==> config.mk <==
export PLATFORM = sky130hd
export DESIGN_NAME = fp_mul_iter_flat
export DESIGN_NICKNAME = d
export VERILOG_FILES = /design/src/rtl/fp_mul_iter_if.sv /design/src/rtl/fp_mul_iter.sv /design/src/flat_wrapper.sv
export SDC_FILE = /design/constraint.sdc
export NUM_CORES = 1
export LEC_CHECK = 0
export CAP_MARGIN = 30
export CORE_ASPECT_RATIO = 1.25
export CORE_MARGIN = 3
export CORE_UTILIZATION = 37
export DETAILED_ROUTE_END_ITERATION = 8
export SLEW_MARGIN = 20
export SYNTH_ARGS = -nofsm -noshare
export SYNTH_HDL_FRONTEND = slang
export SYNTH_HIERARCHICAL = 1
export SYNTH_SLANG_ARGS = --single-unit
==> constraint.sdc <==
create_clock -name clk -period 8.06 [get_ports clk]
set_input_delay 2.418 -clock clk [delete_from_list [all_inputs] [get_ports clk]]
set_output_delay 2.418 -clock clk [all_outputs]
set_load 0.1 [all_outputs]
==> src/rtl/fp_mul_iter_if.sv <==
// Operand/result handshake bundle for fp_mul_iter: valid/ready in, valid/ready out.
// master = producer/consumer side, slave = the multiplier.
interface fp_mul_iter_if #(
  parameter int NEXP = 5,
  parameter int NSIG = 10
);
  logic                 in_valid;
  logic                 in_ready;
  logic [NEXP+NSIG:0]   a;
  logic [NEXP+NSIG:0]   b;
  logic                 out_valid;
  logic                 out_ready;
  logic [NEXP+NSIG:0]   p;
  logic [3:0]           exc;

  modport master (
    output in_valid, a, b, out_ready,
    input  in_ready, out_valid, p, exc
  );

  modport slave (
    input  in_valid, a, b, out_ready,
    output in_ready, out_valid, p, exc
  );
endinterface

==> src/rtl/fp_mul_iter.sv <==
// Iterative IEEE-754 multiplier (shift-and-add, RNE); NSIG+4 edges accept->out_valid, 1 for special operands.
// No in/out overlap, result held while out_ready low; FP_MUL_FTZ_EN selects flush-to-zero.
module fp_class #(
  parameter int NEXP = 5,
  parameter int NSIG = 10
) (
  input  logic [NEXP+NSIG:0]     x,
  output logic                   fSign,
  output logic signed [NEXP+2:0] fExp,
  output logic [NSIG:0]          fSig,
  output logic [3:0]             fFlags
);
  localparam int EW   = NEXP + 3;
  localparam int BIAS = (1 << (NEXP - 1)) - 1;

  logic [NEXP-1:0] e;
  logic [NSIG-1:0] f;
  logic            eZero, eOnes, fZero;
  int              lz;

  assign fSign = x[NEXP+NSIG];
  assign e     = x[NEXP+NSIG-1:NSIG];
  assign f     = x[NSIG-1:0];
  assign eZero = (e == '0);
  assign eOnes = (e == '1);
  assign fZero = (f == '0);

  // Subnormals are renormalised so finite nonzero significands always carry the hidden bit.
  always_comb begin
    lz = 0;
    for (int i = 0; i < NSIG; i++)
      if (f[i]) lz = NSIG - 1 - i;
    if (eZero) begin
      fSig = {1'b0, f} << (lz + 1);
      fExp = EW'(-BIAS - lz);
    end else begin
      fSig = {1'b1, f};
      fExp = $signed({3'b000, e}) - EW'(BIAS);
    end
  end

  // {sNaN, qNaN, inf, zero}
  assign fFlags = {eOnes & ~fZero & ~f[NSIG-1], eOnes & f[NSIG-1], eOnes & fZero, eZero & fZero};
endmodule

module fp_mul_iter #(
  parameter int NEXP = 5,
  parameter int NSIG = 10
) (
  input logic          clk,
  input logic          reset,
  fp_mul_iter_if.slave bus
);
  localparam int W    = NEXP + NSIG + 1;
  localparam int ACCW = 2 * NSIG + 2;
  localparam int EW   = NEXP + 3;
  localparam int CW   = $clog2(NSIG + 2);
  localparam int BIAS = (1 << (NEXP - 1)) - 1;
  localparam int EMIN = 1 - BIAS;
  localparam int EMAX = BIAS;

  localparam logic signed [EW-1:0] EMIN_E  = EW'(EMIN);
  localparam logic signed [EW-1:0] EXP_TOP = EW'(EMAX + BIAS + 1);
  localparam logic [W-1:0]         QNAN    = {1'b0, {NEXP{1'b1}}, 1'b1, {(NSIG-1){1'b0}}};

  typedef enum logic [2:0] {IDLE, LOAD, MUL, NORM, ROUND, DONE} stateT;
  stateT state, stateNext;

  logic [W-1:0]         aReg, bReg, pReg;
  logic [3:0]           excReg;
  logic                 sign;
  logic signed [EW-1:0] expSum;
  logic [ACCW-1:0]      acc;
  logic [NSIG:0]        bShift;
  logic [CW-1:0]        cnt;
  logic                 sticky;
`ifdef FP_MUL_FTZ_EN
  logic                 ftzFlush;
`endif

  logic                 sA, sB;
  logic signed [EW-1:0] expA, expB;
  logic [NSIG:0]        sigA, sigB;
  logic [3:0]           flA, flB;

  fp_class #(.NEXP(NEXP), .NSIG(NSIG)) classA (.x(aReg), .fSign(sA), .fExp(expA), .fSig(sigA), .fFlags(flA));
  fp_class #(.NEXP(NEXP), .NSIG(NSIG)) classB (.x(bReg), .fSign(sB), .fExp(expB), .fSig(sigB), .fFlags(flB));

  logic           zeroA, zeroB, anySnan, anyQnan, anyInf, anyZero, special;
  logic [W-1:0]   specP;
  logic [3:0]     specExc;

`ifdef FP_MUL_FTZ_EN
  assign zeroA = flA[0] | (aReg[W-2:NSIG] == '0);
  assign zeroB = flB[0] | (bReg[W-2:NSIG] == '0);
`else
  assign zeroA = flA[0];
  assign zeroB = flB[0];
`endif
  assign anySnan = flA[3] | flB[3];
  assign anyQnan = flA[2] | flB[2];
  assign anyInf  = flA[1] | flB[1];
  assign anyZero = zeroA | zeroB;
  assign special = anySnan | anyQnan | anyInf | anyZero;

  always_comb begin
    specP   = {sA ^ sB, {(W-1){1'b0}}};
    specExc = 4'b0000;
    if (anySnan | anyQnan | (anyInf & anyZero)) begin
      specP      = QNAN;
      specExc[3] = anySnan | (anyInf & anyZero);
    end else if (anyInf) begin
      specP = {sA ^ sB, {NEXP{1'b1}}, {NSIG{1'b0}}};
    end
  end

  // One multiplier bit per cycle; the carry of the add lands in the accumulator MSB after the shift.
  logic [NSIG+1:0] addSum;
  assign addSum = {1'b0, acc[ACCW-1:NSIG+1]} + (bShift[0] ? {1'b0, sigA} : '0);

  logic [ACCW-1:0]      prodN, lostMask, prodSub;
  logic signed [EW-1:0] expN, shAmt;
  logic                 tiny, lostBits;

  always_comb begin
    prodN    = acc[ACCW-1] ? acc : {acc[ACCW-2:0], 1'b0};
    expN     = acc[ACCW-1] ? expSum + EW'(1) : expSum;
    tiny     = expN < EMIN_E;
    shAmt    = EMIN_E - expN;
    lostMask = '1;
    prodSub  = '0;
    if (shAmt < EW'(ACCW)) begin
      lostMask = ~({ACCW{1'b1}} << shAmt);
      prodSub  = prodN >> shAmt;
    end
    lostBits = |(prodN & lostMask);
  end

  logic                 g, r, s, inc, inexact, ovf, uf;
  logic signed [EW-1:0] biased;
  logic [W-2:0]         mag, magR;
  logic [W-1:0]         roundP;
  logic [3:0]           roundExc;

  // Rounding increments {field, fraction} as one word so a fraction carry bumps the exponent,
  // including subnormal -> smallest normal and largest finite -> inf.
  always_comb begin
    g        = acc[NSIG];
    r        = acc[NSIG-1];
    s        = sticky | (|acc[NSIG-2:0]);
    inc      = g & (r | s | acc[NSIG+1]);
    inexact  = g | r | s;
    biased   = expSum + EW'(BIAS);
    mag      = {biased[NEXP-1:0], acc[2*NSIG:NSIG+1]};
    magR     = mag + (W-1)'(inc);
    ovf      = (biased >= EXP_TOP) | (&magR[W-2:NSIG]);
    uf       = (magR[W-2:NSIG] == '0) & inexact;
    roundP   = {sign, magR};
    roundExc = {2'b00, uf, inexact};
    if (ovf) begin
      roundP   = {sign, {NEXP{1'b1}}, {NSIG{1'b0}}};
      roundExc = 4'b0101;
    end
`ifdef FP_MUL_FTZ_EN
    if (ftzFlush) begin
      roundP   = {sign, {(W-1){1'b0}}};
      roundExc = 4'b0011;
    end
`endif
  end

  logic inReadyC, outValidC;

  always_comb begin
    stateNext = state;
    inReadyC  = 1'b0;
    outValidC = 1'b0;
    case (state)
      IDLE: begin
        inReadyC = 1'b1;
        if (bus.in_valid) stateNext = LOAD;
      end
      LOAD:    stateNext = special ? DONE : MUL;
      MUL:     if (cnt == CW'(NSIG)) stateNext = NORM;
      NORM:    stateNext = ROUND;
      ROUND:   stateNext = DONE;
      DONE: begin
        outValidC = 1'b1;
        if (bus.out_ready) stateNext = IDLE;
      end
      default: stateNext = IDLE;
    endcase
  end

  always_ff @(posedge clk or posedge reset) begin
    if (reset) state <= IDLE;
    else       state <= stateNext;
  end

  always_ff @(posedge clk or posedge reset) begin
    if (reset) begin
      aReg     <= '0;
      bReg     <= '0;
      pReg     <= '0;
      excReg   <= '0;
      sign     <= 1'b0;
      expSum   <= '0;
      acc      <= '0;
      bShift   <= '0;
      cnt      <= '0;
      sticky   <= 1'b0;
`ifdef FP_MUL_FTZ_EN
      ftzFlush <= 1'b0;
`endif
    end else begin
      case (state)
        IDLE: if (bus.in_valid) begin
          aReg <= bus.a;
          bReg <= bus.b;
        end
        LOAD: begin
          sign     <= sA ^ sB;
          expSum   <= expA + expB;
          acc      <= '0;
          cnt      <= '0;
          bShift   <= sigB;
          sticky   <= 1'b0;
`ifdef FP_MUL_FTZ_EN
          ftzFlush <= 1'b0;
`endif
          if (special) begin
            pReg   <= specP;
            excReg <= specExc;
          end
        end
        MUL: begin
          acc    <= {addSum, acc[NSIG:1]};
          bShift <= bShift >> 1;
          cnt    <= cnt + CW'(1);
        end
        NORM: begin
          acc      <= tiny ? prodSub : prodN;
          expSum   <= tiny ? EMIN_E - EW'(1) : expN;
          sticky   <= tiny & lostBits;
`ifdef FP_MUL_FTZ_EN
          ftzFlush <= tiny;
`endif
        end
        ROUND: begin
          pReg   <= roundP;
          excReg <= roundExc;
        end
        default: ;
      endcase
    end
  end

  assign bus.in_ready  = inReadyC;
  assign bus.out_valid = outValidC;
  assign bus.p         = pReg;
  assign bus.exc       = excReg;
endmodule

==> src/flat_wrapper.sv <==
// flat-port wrapper written by rule: the top's interface ports become plain ports
module fp_mul_iter_flat 
#(
  parameter int NEXP = 5,
  parameter int NSIG = 10
)
  (clk, reset, bus_in_valid, bus_a, bus_b, bus_out_ready, bus_in_ready, bus_out_valid, bus_p, bus_exc);
  fp_mul_iter_if #(.NEXP(NEXP), .NSIG(NSIG)) bus_i ();
  input logic clk;
  input logic reset;
  input wire logic [$bits(bus_i.in_valid)-1:0] bus_in_valid;
  input wire logic [$bits(bus_i.a)-1:0] bus_a;
  input wire logic [$bits(bus_i.b)-1:0] bus_b;
  input wire logic [$bits(bus_i.out_ready)-1:0] bus_out_ready;
  output wire logic [$bits(bus_i.in_ready)-1:0] bus_in_ready;
  output wire logic [$bits(bus_i.out_valid)-1:0] bus_out_valid;
  output wire logic [$bits(bus_i.p)-1:0] bus_p;
  output wire logic [$bits(bus_i.exc)-1:0] bus_exc;
  assign bus_i.in_valid = bus_in_valid;
  assign bus_i.a = bus_a;
  assign bus_i.b = bus_b;
  assign bus_i.out_ready = bus_out_ready;
  assign bus_in_ready = bus_i.in_ready;
  assign bus_out_valid = bus_i.out_valid;
  assign bus_p = bus_i.p;
  assign bus_exc = bus_i.exc;
  fp_mul_iter #(.NEXP(NEXP), .NSIG(NSIG)) u_core (.clk(clk), .reset(reset), .bus(bus_i));
endmodule
==> results.json, run 1 <==
{
  "dpl.cell_count": 1612,
  "global_route_wire_length_before_repair_mm": 52.9,
  "drt-wirelength-per-cell_um": 20.1,
  "yosysWarningCount": 6,
  "final_wtd_congestion": 0.981,
  "setup-tns-final_ns": 0,
  "timing.critical_path.cells": "nor2_1, nor3_1, o311ai_0, inv_1, ha_1, inv_1, nand2_1, mux2i_1, nand2_1, o21ai_0, and2_1, ha_1, a21oi_1, o21bai_1, a21oi_1, o21ai_0, a21o_1, a21oi_1, xnor2_1, a221o_1",
  "hold_viol": 0,
  "antenna_found_initial": 0,
  "post-cts-setup-buffer-count": 0,
  "cp.required_ns": 8.32,
  "post_layout_nonfiller_instances": 1630,
  "max_slew_violation_count": 0,
  "post_synth_inst_count": 1305,
  "timing.hold.ws_ns": 0.482,
  "synth.largest_area_cell": "dfrtp_1",
  "area_inside_the_core_boundary_um2": 27800,
  "synth-seq-area-share_pct": 24.3,
  "worst_path_most_repeated_cell": "a21oi_1",
  "synth.avg_cell_area_um2": 8.07,
  "grt_setup_unrepaired": "no",
  "layout_fillers": 2765,
  "synth_seq_cells": 102,
  "gr-total-overflow": 0,
  "end_kind": "flop",
  "wl_mm": 32.7,
  "worst-endpoint-arrival_ns": 5.32,
  "max-cap-violations": 0,
  "yosysTopAreaCellShare_pct": 24.3,
  "area_growth_syn_to_layout_pct": 8.80,
  "clkLatencyLatePin_ns": 0.37,
  "pin_count": 58,
  "cts.clk_slew.worst_paths_ns": 0.08,
  "max-clock-path-buffers": 2,
  "post_route_cells_drive_above_1_share_pct": 11.3,
  "floorplan.die_area_um2": 30500,
  "dominantRegCellSynth": "dfrtp_1",
  "vias": 9959,
  "global_route.usage.total_pct": 21.4,
  "synth.top_cells.by_area": "dfrtp_1, mux2i_1, o21ai_0",
  "crit_path_max_incr_delay_ns": 0.82,
  "mapped_area_um2": 10500,
  "start_kind": "flop",
  "detailed_place_hpwl_mm": 24.6,
  "worst_path_max_delay_cell": "ha_1",
  "worst-path-max-fanout": 22,
  "die_w_um": 157,
  "synth.distinct_cells": 100,
  "numCtsBuffers": 9,
  "fmax_mhz": 198,
  "post_cts_resized": 0,
  "drt_pass1_iterations": 5,
  "rows": 68,
  "ys_top_cells_by_count": "nand2_1, o21ai_0, dfrtp_1, nor2_1, a21oi_1",
  "finish.net_count": 1350,
  "h-tree-depth": 3,
  "ant_nets": 0,
  "setup_violations": 0,
  "pin_count_of_the_biggest_net_entering_global_routing": 62,
  "clock-sinks": 102,
  "initialDrtViolationCount": 746,
  "period_needed_ns": 5.06,
  "yosysMostFrequentCell": "nand2_1",
  "worst_hold_path_type": "flop to flop",
  "worst_slew_pin_slew_ns": 1.01,
  "synth-edff-count": 0,
  "worst_clock_skew_ns": 0.0109,
  "detail_route.vias_per_cell": 6.11,
  "cts_root_buffer": "clkbuf_16",
  "result_of_the_run": "complete, no violations",
  "timing_worst_setup_path_type": "flop to flop",
  "mappedNetlistNets": 1380,
  "cts_tree": "built",
  "antenna_cells_inserted": 0,
  "die_h_um": 195,
  "final.period_utilization_pct": 62.8,
  "remaining_drc_errors": 0,
  "port-buffer-count": 57,
  "slew_headroom_pct": 32.7,
  "ys_async_sr_fraction_pct": 100,
  "post_cts_hold_buffer_count": 0,
  "initial_core_util_pct": 37.8,
  "vias_in_the_first_global_route": 9730
}
## stage by stage
stage	cell area, um2	utilization (%)	setup slack [ns]
3_5_place_dp	11100	39.9	2.97
6_report	11500	41.2	3.00
2_1_floorplan	10500	-	2.97
3_3_place_gp	11100	39.9	3.13
4_1_cts	11400	41.0	2.96
5_1_grt	11500	41.2	2.47
## registers in the layout (all words and copies together), names as in the netlist
signal,count
u_core/acc,22
u_core/aReg,16
u_core/bReg,16
u_core/bus.p,16
u_core/bShift,11
u_core/expSum,8
u_core/bus.exc,4
u_core/cnt,4
u_core/state,3
u_core/sign,1
u_core/sticky,1
## per-layer routing
| layer | track usage [%] | vias to the layer above | part of all wire, % |
|---|---|---|---|
| met5 | 0 | - | 0 |
| met4 | 12.5 | 0 | 6.5 |
| met3 | 2.94 | 111 | 4.5 |
| met2 | 36.4 | 357 | 49 |
| met1 | 25.4 | 4769 | 40 |
| li1 | - | 4722 | - |
## kinds of logic (layout without fill, tap and decap cells)
logic type      Yosys count  count (layout)  share of synthesized area [%]
buf+inv                 156             131                           6.75
compound gates          402             402                           25.7
simple gates            438             438                           21.5
flops                   102             102                           24.3
xor+xnor                 54              54                           5.10
mux                     113             113                           11.8
fa+ha+maj                40              40                           4.87
## cell type report
type | count | area [um2] | area share (%)
multi-input cells | 1047 | 7270 | 63.5
flip-flops and latches | 102 | 2550 | 22.3
repair buffers | 72 | 698 | 6.10
well taps | 350 | 438 | 3.82
clock buffers | 11 | 243 | 2.12
inverters | 43 | 166 | 1.45
clock inverters | 5 | 82.6 | 0.721
## cell usage in the layout, fill, tap and decap left out, types with 8 or more instances in the layout
cell             netlist  routed
o21a_1                 8       8
clkbuf_16              0       9
o21ai_0              112     112
o22ai_1               16      16
a22oi_1               13      13
inv_1                 40      39
nand4_1                8       8
o31ai_1               10      10
buf_4                 11      12
a31oi_1               18      18
and2_1                28      28
a21oi_1               77      77
nor4_1                 9       9
a21o_1                 8       8
mux2i_1               60      60
nand2b_1              15      15
nor2_1                95      95
a32oi_1               10      10
clkdlybuf4s50_1        0      57
dfrtp_1              102     101
o211ai_1              16      16
ha_1                  37      37
nand3_1               24      24
a211oi_1              14      14
a221o_1                8       8
mux2_2                49      49
xnor2_1               37      36
xor2_1                11      11
nand2_1              145     145
nor3_1                31      31
nor2b_1               12      12
## worst max-delay path, delay by kind of cell (launching register included)
kind | cells | cell delay [ns]
fa+ha+maj | 2 | 1.13
mux | 1 | 0.10
xor+xnor | 1 | 0.08
compound gates | 9 | 2.12
buf+inv | 2 | 0.42
flops | 1 | 0.51
simple gates | 5 | 0.56
## final timing paths
check	startpoint	endpoint	slack [ns]	depth (start not counted)
worst max-delay path	u_core/aReg[2]	u_core/acc[19]	3.00	20
worst min-delay path	u_core/bus.p[2]	u_core/bus.p[2]	0.48	2
worst max register to register	u_core/aReg[2]	u_core/acc[19]	3.00	20
worst min register to register	u_core/bus.p[2]	u_core/bus.p[2]	0.48	2
max in group asynchronous	reset	u_core/acc[21]	4.42	3
min in group asynchronous	reset	u_core/bus.p[12]	2.54	2
Power of run 1 is not shown: default switching activity piles up to over one toggle a cycle in this logic, so the estimate is an artifact.
==> run 2, diff against run 1 <==
Clock period 8.06 ns to 4.8 ns, I/O delays scaled along.
==> run 2 against run 1 <==
  * Non-clock buffer count is 22 higher
  * Global-route usage is 0.12 points lower
  * Cell count is 1.3% higher
  * Cell area is 1.3% higher
  * Via count is 0.11% higher
  * First-iteration DRC count is 5.1% lower
  * Clock-buffer cell count is 1 lower
  * Sequential share of layout area is 0.26 points lower
  * Routed wire length hardly changed
  * Critical path type unchanged
  * Worst setup slack worse by 2.7 ns
  * Highest routed layer unchanged
==> results.json, run 2 (synthesized netlist as in run 1, its figures left out) <==
{
  "rows": 68,
  "worst_slew_pin_slew_ns": 1.00,
  "drt-wirelength-per-cell_um": 19.8,
  "remaining_drc_errors": 0,
  "hold_viol": 0,
  "global_route.usage.total_pct": 21.3,
  "cts.clk_slew.worst_paths_ns": 0.07,
  "numCtsBuffers": 9,
  "antenna_cells_inserted": 0,
  "timing_worst_setup_path_type": "flop to flop",
  "worst_path_most_repeated_cell": "a21oi_1",
  "vias_in_the_first_global_route": 9671,
  "finish.net_count": 1372,
  "worst-endpoint-arrival_ns": 4.79,
  "end_kind": "flop",
  "final_wtd_congestion": 0.991,
  "cts_root_buffer": "clkbuf_16",
  "max-clock-path-buffers": 2,
  "setup_violations": 0,
  "start_kind": "flop",
  "timing.critical_path.cells": "or4_4, nor2_4, ha_1, a21boi_4, mux2i_4, nor3_1, a22o_1, and2_1, ha_1, a21o_1, a21oi_1, o21bai_1, a21oi_1, o21ai_1, a21o_1, a21oi_1, xnor2_1, a221o_1",
  "worst_clock_skew_ns": 0.0165,
  "pin_count": 58,
  "gr-total-overflow": 0,
  "global_route_wire_length_before_repair_mm": 52.8,
  "worst-path-max-fanout": 9,
  "cts_tree": "built",
  "layout_fillers": 2817,
  "period_needed_ns": 4.54,
  "commonest_non_fill_non_tap_cell_in_the_layout": "nand2_1",
  "timing.hold.ws_ns": 0.476,
  "worst_path_max_delay_cell": "or4_4",
  "h-tree-depth": 3,
  "setup-tns-final_ns": 0,
  "detail_route.vias_per_cell": 6.04,
  "largest_register": "u_core/acc",
  "post_route_cells_drive_above_1_share_pct": 13.4,
  "slew_headroom_pct": 33.0,
  "detailed_place_hpwl_mm": 24.6,
  "ant_nets": 0,
  "drt_pass1_iterations": 5,
  "port-buffer-count": 57,
  "pin_count_of_the_biggest_net_entering_global_routing": 47,
  "worst_hold_path_type": "flop to flop",
  "dpl.cell_count": 1632,
  "die_h_um": 195,
  "clock-sinks": 102,
  "initial_core_util_pct": 37.8,
  "antenna_found_initial": 0,
  "max_slew_violation_count": 0,
  "layout_common_cells": "nand2_1, o21ai_0, dfrtp_1",
  "fmax_mhz": 220,
  "number_of_flip_flops_under_the_largest_register_name": 22,
  "initialDrtViolationCount": 708,
  "crit_path_max_incr_delay_ns": 0.61,
  "area_growth_syn_to_layout_pct": 10.3,
  "r2r_slack_ns": 0.26,
  "clkLatencyLatePin_ns": 0.37,
  "post_layout_nonfiller_instances": 1652,
  "vias": 9970,
  "result_of_the_run": "complete, no violations",
  "area_inside_the_core_boundary_um2": 27800,
  "die_w_um": 157,
  "cp.required_ns": 5.05,
  "max-cap-violations": 0,
  "post_cts_hold_buffer_count": 0,
  "final.period_utilization_pct": 94.6,
  "wl_mm": 32.7,
  "floorplan.die_area_um2": 30500
}
## run 2: cell count changes in the layout (fill, tap and decap cells not counted), sizes merged
cell,before,now
buf,15,39
clkbuf,11,10
clkdlybuf4s50,57,55
clkinv,0,2
clkinvlp,3,2
## run 2: through the flow
stage,area (um2),setup slack (ns),utilization [%]
after floorplan,10500,0.217,-
after global placement,11200,0.300,40.4
after detailed placement,11200,0.147,40.4
after CTS,11600,0.134,41.5
after global routing,11600,-0.0101,41.7
final,11600,0.259,41.7
## run 2: worst paths after layout
check,endpoint,start,cells past startpoint
setup / recovery,u_core/acc[19],u_core/aReg[6],18
hold / removal,u_core/bus.exc[2],u_core/bus.exc[2],2
setup reg to reg,u_core/acc[19],u_core/aReg[6],18
hold reg to reg,u_core/bus.exc[2],u_core/bus.exc[2],2
max in group asynchronous,u_core/bus.p[6],reset,3
min in group asynchronous,u_core/bShift[3],reset,2
## run 2: layout make-up
| class | instances | area, um2 | share of cell area (%) |
|---|---|---|---|
| multi-input combinational | 1047 | 7280 | 62.7 |
| sequential | 102 | 2560 | 22.0 |
| timing repair buffer | 94 | 841 | 7.25 |
| tap | 350 | 438 | 3.77 |
| clock buffer | 10 | 239 | 2.06 |
| inverter | 43 | 166 | 1.43 |
| clock inverter | 6 | 85.1 | 0.733 |
## run 2: repair_timing
item	CTS	global route
gates resized for setup	0	9
buffers inserted	0	3
endpoints found under the setup margin	0	5
## run 2: layer usage
metal  up-vias  part of all wire, %  wire length [um]  GRT usage (%)
met1      4747                   41             13300           25.5
met3       123                  4.6              1500           3.43
met2       336                   49             15900           35.9
met5         -                    0                 0              0
met4         0                  5.9              1930           11.7
li1       4764                    -                 -              -
## run 2: worst max-delay path, delay by kind of cell (launching register included)
kind / cells / cell delay, ns
and+or+nand+nor: 4 / 1.02
adders and majority gates: 2 / 0.48
AOI/OAI and AO/OA: 10 / 2.02
muxes: 1 / 0.37
DFF: 1 / 0.46
xor gates and xnor gates: 1 / 0.09
Power of run 2 is left out for the same reason.
==> run 3, diff against run 2 <==
Settings changed: TNS_END_PERCENT from default to 50.
==> results of run 3 <==
No change in the layout: final DEF, timing and power equal those of run 2.
Power of run 3 is left out for the same reason.
